### src/rtl/mem_copy_if.sv
// Command and memory-port bundle for mem_copy_engine: start/busy/done control
// plus the single-port data memory signals (Adr/MWD/MWR/MOE/MRD).
interface mem_copy_if #(
    parameter int LEN_W = 7
);
    logic             start;
    logic             mode;
    logic [31:0]      src_addr;
    logic [31:0]      dst_addr;
    logic [LEN_W-1:0] len;
    logic [31:0]      pattern;
    logic             busy;
    logic             done;
    logic [LEN_W-1:0] words_done;
    logic [31:0]      Adr;
    logic [31:0]      MWD;
    logic             MWR;
    logic             MOE;
    logic [31:0]      MRD;

    // Engine side: consumes commands and read data, drives the memory port.
    modport master (
        input  start, mode, src_addr, dst_addr, len, pattern, MRD,
        output busy, done, words_done, Adr, MWD, MWR, MOE
    );

    // Controller/memory side.
    modport slave (
        output start, mode, src_addr, dst_addr, len, pattern, MRD,
        input  busy, done, words_done, Adr, MWD, MWR, MOE
    );
endinterface

### src/rtl/mem_copy_engine.sv
// Block copy / pattern fill engine: owns the data memory port for a whole
// transfer, alternating READ/WRITE for copy and back-to-back WRITEs for fill.
module mem_copy_engine #(
    parameter int LEN_W = 7
) (
    input  logic        clk,
    input  logic        rst_n,
    mem_copy_if.master  bus
);
    typedef enum logic [1:0] {IDLE, READ, WRITE, DONE} state_t;

    state_t           state, state_nxt;
    logic             accept;
    logic             mode_q;
    logic [LEN_W-1:0] remaining;
    logic [LEN_W-1:0] words_done_q;
    logic [31:0]      src_cur;
    logic [31:0]      dst_cur;
    logic [31:0]      pattern_q;
    logic [31:0]      data_reg;

    assign accept         = (state == IDLE) && bus.start;
    assign bus.words_done = words_done_q;

    always_ff @(posedge clk or negedge rst_n) begin
        if (!rst_n) state <= IDLE;
        else        state <= state_nxt;
    end

    always_comb begin
        state_nxt = state;
        bus.busy  = 1'b0;
        bus.done  = 1'b0;
        bus.Adr   = 32'h0;
        bus.MWD   = 32'h0;
        bus.MWR   = 1'b0;
        bus.MOE   = 1'b0;
        case (state)
            IDLE: begin
                if (bus.start) begin
                    if (bus.len == '0)  state_nxt = DONE;
                    else if (bus.mode)  state_nxt = WRITE;
                    else                state_nxt = READ;
                end
            end
            READ: begin
                bus.busy  = 1'b1;
                bus.Adr   = src_cur;
                bus.MOE   = 1'b1;
                state_nxt = WRITE;
            end
            WRITE: begin
                bus.busy = 1'b1;
                bus.Adr  = dst_cur;
                bus.MWR  = 1'b1;
                bus.MWD  = mode_q ? pattern_q : data_reg;
                if (remaining == LEN_W'(1)) state_nxt = DONE;
                else if (mode_q)            state_nxt = WRITE;
                else                        state_nxt = READ;
            end
            DONE: begin
                bus.busy  = 1'b1;
                bus.done  = 1'b1;
                state_nxt = IDLE;
            end
            default: state_nxt = IDLE;
        endcase
    end

    // Control state: reset so an aborted transfer leaves a clean engine.
    always_ff @(posedge clk or negedge rst_n) begin
        if (!rst_n) begin
            mode_q       <= 1'b0;
            remaining    <= '0;
            words_done_q <= '0;
        end else if (accept) begin
            mode_q       <= bus.mode;
            remaining    <= bus.len;
            words_done_q <= '0;
        end else if (state == WRITE) begin
            remaining    <= remaining - LEN_W'(1);
            words_done_q <= words_done_q + LEN_W'(1);
        end
    end

    // Address/data registers are always loaded before use, so they carry no reset.
    always_ff @(posedge clk) begin
        if (accept) begin
            src_cur   <= bus.src_addr;
            dst_cur   <= bus.dst_addr;
            pattern_q <= bus.pattern;
        end else if (state == READ) begin
            data_reg <= bus.MRD;
            src_cur  <= src_cur + 32'd1;
        end else if (state == WRITE) begin
            dst_cur <= dst_cur + 32'd1;
        end
    end
endmodule

### src/flat_wrapper.sv
// flat-port wrapper written by rule: the top's interface ports become plain ports
module mem_copy_engine_flat 
#(
    parameter int LEN_W = 7
)
  (clk, rst_n, bus_start, bus_mode, bus_src_addr, bus_dst_addr, bus_len, bus_pattern, bus_MRD, bus_busy, bus_done, bus_words_done, bus_Adr, bus_MWD, bus_MWR, bus_MOE);
  mem_copy_if #(.LEN_W(LEN_W)) bus_i ();
  input  logic clk;
  input  logic rst_n;
  input wire logic [$bits(bus_i.start)-1:0] bus_start;
  input wire logic [$bits(bus_i.mode)-1:0] bus_mode;
  input wire logic [$bits(bus_i.src_addr)-1:0] bus_src_addr;
  input wire logic [$bits(bus_i.dst_addr)-1:0] bus_dst_addr;
  input wire logic [$bits(bus_i.len)-1:0] bus_len;
  input wire logic [$bits(bus_i.pattern)-1:0] bus_pattern;
  input wire logic [$bits(bus_i.MRD)-1:0] bus_MRD;
  output wire logic [$bits(bus_i.busy)-1:0] bus_busy;
  output wire logic [$bits(bus_i.done)-1:0] bus_done;
  output wire logic [$bits(bus_i.words_done)-1:0] bus_words_done;
  output wire logic [$bits(bus_i.Adr)-1:0] bus_Adr;
  output wire logic [$bits(bus_i.MWD)-1:0] bus_MWD;
  output wire logic [$bits(bus_i.MWR)-1:0] bus_MWR;
  output wire logic [$bits(bus_i.MOE)-1:0] bus_MOE;
  assign bus_i.start = bus_start;
  assign bus_i.mode = bus_mode;
  assign bus_i.src_addr = bus_src_addr;
  assign bus_i.dst_addr = bus_dst_addr;
  assign bus_i.len = bus_len;
  assign bus_i.pattern = bus_pattern;
  assign bus_i.MRD = bus_MRD;
  assign bus_busy = bus_i.busy;
  assign bus_done = bus_i.done;
  assign bus_words_done = bus_i.words_done;
  assign bus_Adr = bus_i.Adr;
  assign bus_MWD = bus_i.MWD;
  assign bus_MWR = bus_i.MWR;
  assign bus_MOE = bus_i.MOE;
  mem_copy_engine #(.LEN_W(LEN_W)) u_core (.clk(clk), .rst_n(rst_n), .bus(bus_i));
endmodule
### config.mk
export PLATFORM = sky130hd
export DESIGN_NAME = mem_copy_engine_flat
export DESIGN_NICKNAME = d
export VERILOG_FILES = /design/src/rtl/mem_copy_if.sv /design/src/rtl/mem_copy_engine.sv /design/src/flat_wrapper.sv
export SDC_FILE = /design/constraint.sdc
export NUM_CORES = 1
export LEC_CHECK = 0
export ABC_AREA = 1
export BUFFER_PORTS_ARGS = -buffer_cell sky130_fd_sc_hd__buf_4
export CAP_MARGIN = 20
export CORE_MARGIN = 2
export CORE_UTILIZATION = 30
export CTS_CLUSTER_DIAMETER = 30
export DETAILED_ROUTE_END_ITERATION = 12
export HOLD_SLACK_MARGIN = 0.06
export PLACE_DENSITY = 0.49
export SYNTH_ARGS = -nofsm -noshare
export SYNTH_HDL_FRONTEND = slang
export SYNTH_SLANG_ARGS = --single-unit
### constraint.sdc
create_clock -name clk -period 3.9 [get_ports clk]
set_input_delay 0.78 -clock clk [delete_from_list [all_inputs] [get_ports clk]]
set_output_delay 0.78 -clock clk [all_outputs]
set_load 0.02 [all_outputs]
==> impl_metrics.ini <==
[status]
status = finished, final reports clean

[setup_path]
cp_cell_sequence = inv_1 > ha_2 > buf_4 > nand2_1 > a21oi_1 > buf_4
cp_max_fo = 37
crit_slowest_cell = ha_2
timing.rr.start = u_core.state[0]
cpMostUsedCell = buf_4
crit_end = bus_Adr[11]
slowest_delay_ps = 650
startpoint = u_core.state[0]
end_kind = primary output
r2r_end = u_core.dst_cur[30]
crit_arrival_ps = 2510
critPathKind = reg -> out
worst_r2r_path_depth = 8
rrSetupSlack_ps = 1210
crit_path_start_kind = flip-flop
worstPathRequired_ps = 3120

[pwr]
p_leak_nw = 4.87
power_mw = 8.90
p_per_area_nw_per_um2 = 809
ir_drop_mv = 0.321

[flow_run]
maxCapViolCount = 0

[synthesis]
ys_ff_latch = 145
ys.flop_type = edfxtp_1
netlist_top_cells_area = edfxtp_1 (46%), nand2_1 (19%), nor2_1 (7.4%)
synth_edf_count = 128
synth_top_area_frac = 0.458
yosysUniqueCellTypes = 33
synthArstFlopShare = 0.117
synth.avg_cell_area_um2 = 7.86
syn_nets = 1217
yosysWarningCount = 0
yosysTopAreaCell = edfxtp_1
yosysMostFrequentCell = nand2_1
netlist_top_cells_count = nand2_1 (419), nor2_1 (165), edfxtp_1 (128), inv_1 (74), o21ai_0 (54)
syn_inst = 1068
ys_seq_area_frac = 0.509
syn-cell-area_um2 = 8390

[timing]
fin_crit_ps = 3290
post-route-period-util = 0.842
drv_slew = 0
slew_headroom = 0.477
worst_pin_slew_ps = 785
max_freq_mhz = 304
finClkSkew_ps = 15.1
whs_ps = 224
finalSetupViolations = 0
hold_viol_final = 0
rsz0062_at_grt = false
setup_tns_ps = 0

[drt]
drc_errors = 0
ant_nets = 0
drt-vias-per-instance = 4.57
drt-pass1-iter-count = 5
vias = 7623
totalWireLength_mm = 27.3
drt_iter0_drc = 463
wl_per_cell_um = 16.4

[grt]
grt_pass1_wl_mm = 42.0
antenna_found_initial = 2
grtUsageTotal = 0.189
first_global_vias = 7567
grt_overflow = 0
grt_max_degree = 61

[clock_network]
clk_path_buf_depth = 2
htreeDepth = 4
numCtsBuffers = 17
clockRootBuffer = clkbuf_16
tritoncts = yes
post-cts-setup-buffers = 0
clock_latency_ps = 430
holdBufCountCts = 0
clk_pin_slew_worst_paths_ps = 60
clock_sinks = 145
cts.repair.resized = 0

[die]
fp.dieW_um = 171
die_h_um = 171
initial_core_util = 0.304
core_area_um2 = 27600
fp-row-count = 61
io_pins = 214
die_area_um2 = 29300

[placed_design]
dpl_cell_area_um2 = 10400
hpwl_mm = 20.3
place.gp.congestion = 0.873
io_buffers = 213

[layout]
stdcell_area_um2 = 11000
area_delta_synth_final_pct = 31.2
nets = 1425
drive_gt1_frac = 0.224
n_antenna_cell = 0

[min_path]
hold_class = in -> async
## cells by family after synthesis
family | share of synthesized area
AO/OA/AOI/OAI | 0.0676
XOR/XNOR | 0.0271
adder cells (fa/ha/maj) | 0.0149
buffers and inverters | 0.0507
flip-flops | 0.509
AND/OR/NAND/NOR | 0.331
## worst min-delay path by stage
stage | from | end | depth (start not counted)
floorplan | rst_n | u_core.bus.words_done[0] | 0
global placement | u_core.bus.words_done[5] | u_core.bus.words_done[5] | 1
detailed placement | u_core.bus.words_done[5] | u_core.bus.words_done[5] | 1
CTS | rst_n | u_core.remaining[4] | 1
global route | rst_n | u_core.remaining[4] | 1
finish | rst_n | u_core.remaining[0] | 1
## critical path: cells and delay by family (launching register included)
family,cells,cell delay (ps)
simple gates,1,90
flops,1,400
compound gates,1,190
buf+inv,3,740
fa+ha+maj,1,650
## metal layers
metal	wire, um	vias up	global-route usage
li1	-	3847	-
met1	12300	3504	0.248
met2	12400	245	0.304
met3	2220	23	0.0584
met4	354	4	0.0442
met5	26	-	0
## layout make-up
cell class	instances	area, um^2
timing repair buffer	224	1700
clock buffer	17	425
tap	378	473
inverter	75	284
fill	2950	16600
clock inverter	15	149
sequential	145	4270
multi-input combinational	813	3700
## layout by cell type (no fill, tap or decap), types with 3 or more instances in the layout
cell type / n
nand2_1: 418
buf_4: 223
nor2_1: 164
edfxtp_1: 128
inv_1: 74
o21ai_0: 54
nand3_1: 49
a21oi_1: 39
xor2_1: 24
clkbuf_16: 17
dfrtp_1: 17
nor2_4: 12
ha_1: 8
nand2_2: 7
o211ai_1: 5
nor2_2: 5
nand2_4: 4
inv_6: 4
nor3_1: 3
inv_8: 3
clkinv_4: 3
## metrics by stage
| stage | util | setup slack, ps | cells |
|---|---|---|---|
| final | 0.398 | 615 | 1667 |
| after global placement | 0.377 | 1170 | 1634 |
| after detailed placement | 0.377 | 1060 | 1634 |
| after global routing | 0.398 | 446 | 1667 |
| after floorplan | - | 517 | 1068 |
| after CTS | 0.397 | 581 | 1666 |
## power breakdown
group	switching, mW	internal [mW]	leakage, nW
logic	2.59	1.39	3.17
clock network	0.749	0.900	0.278
registers	0.713	2.56	1.43
total	4.05	4.85	4.87
No activity file was read; power rests on OpenSTA's default activity.
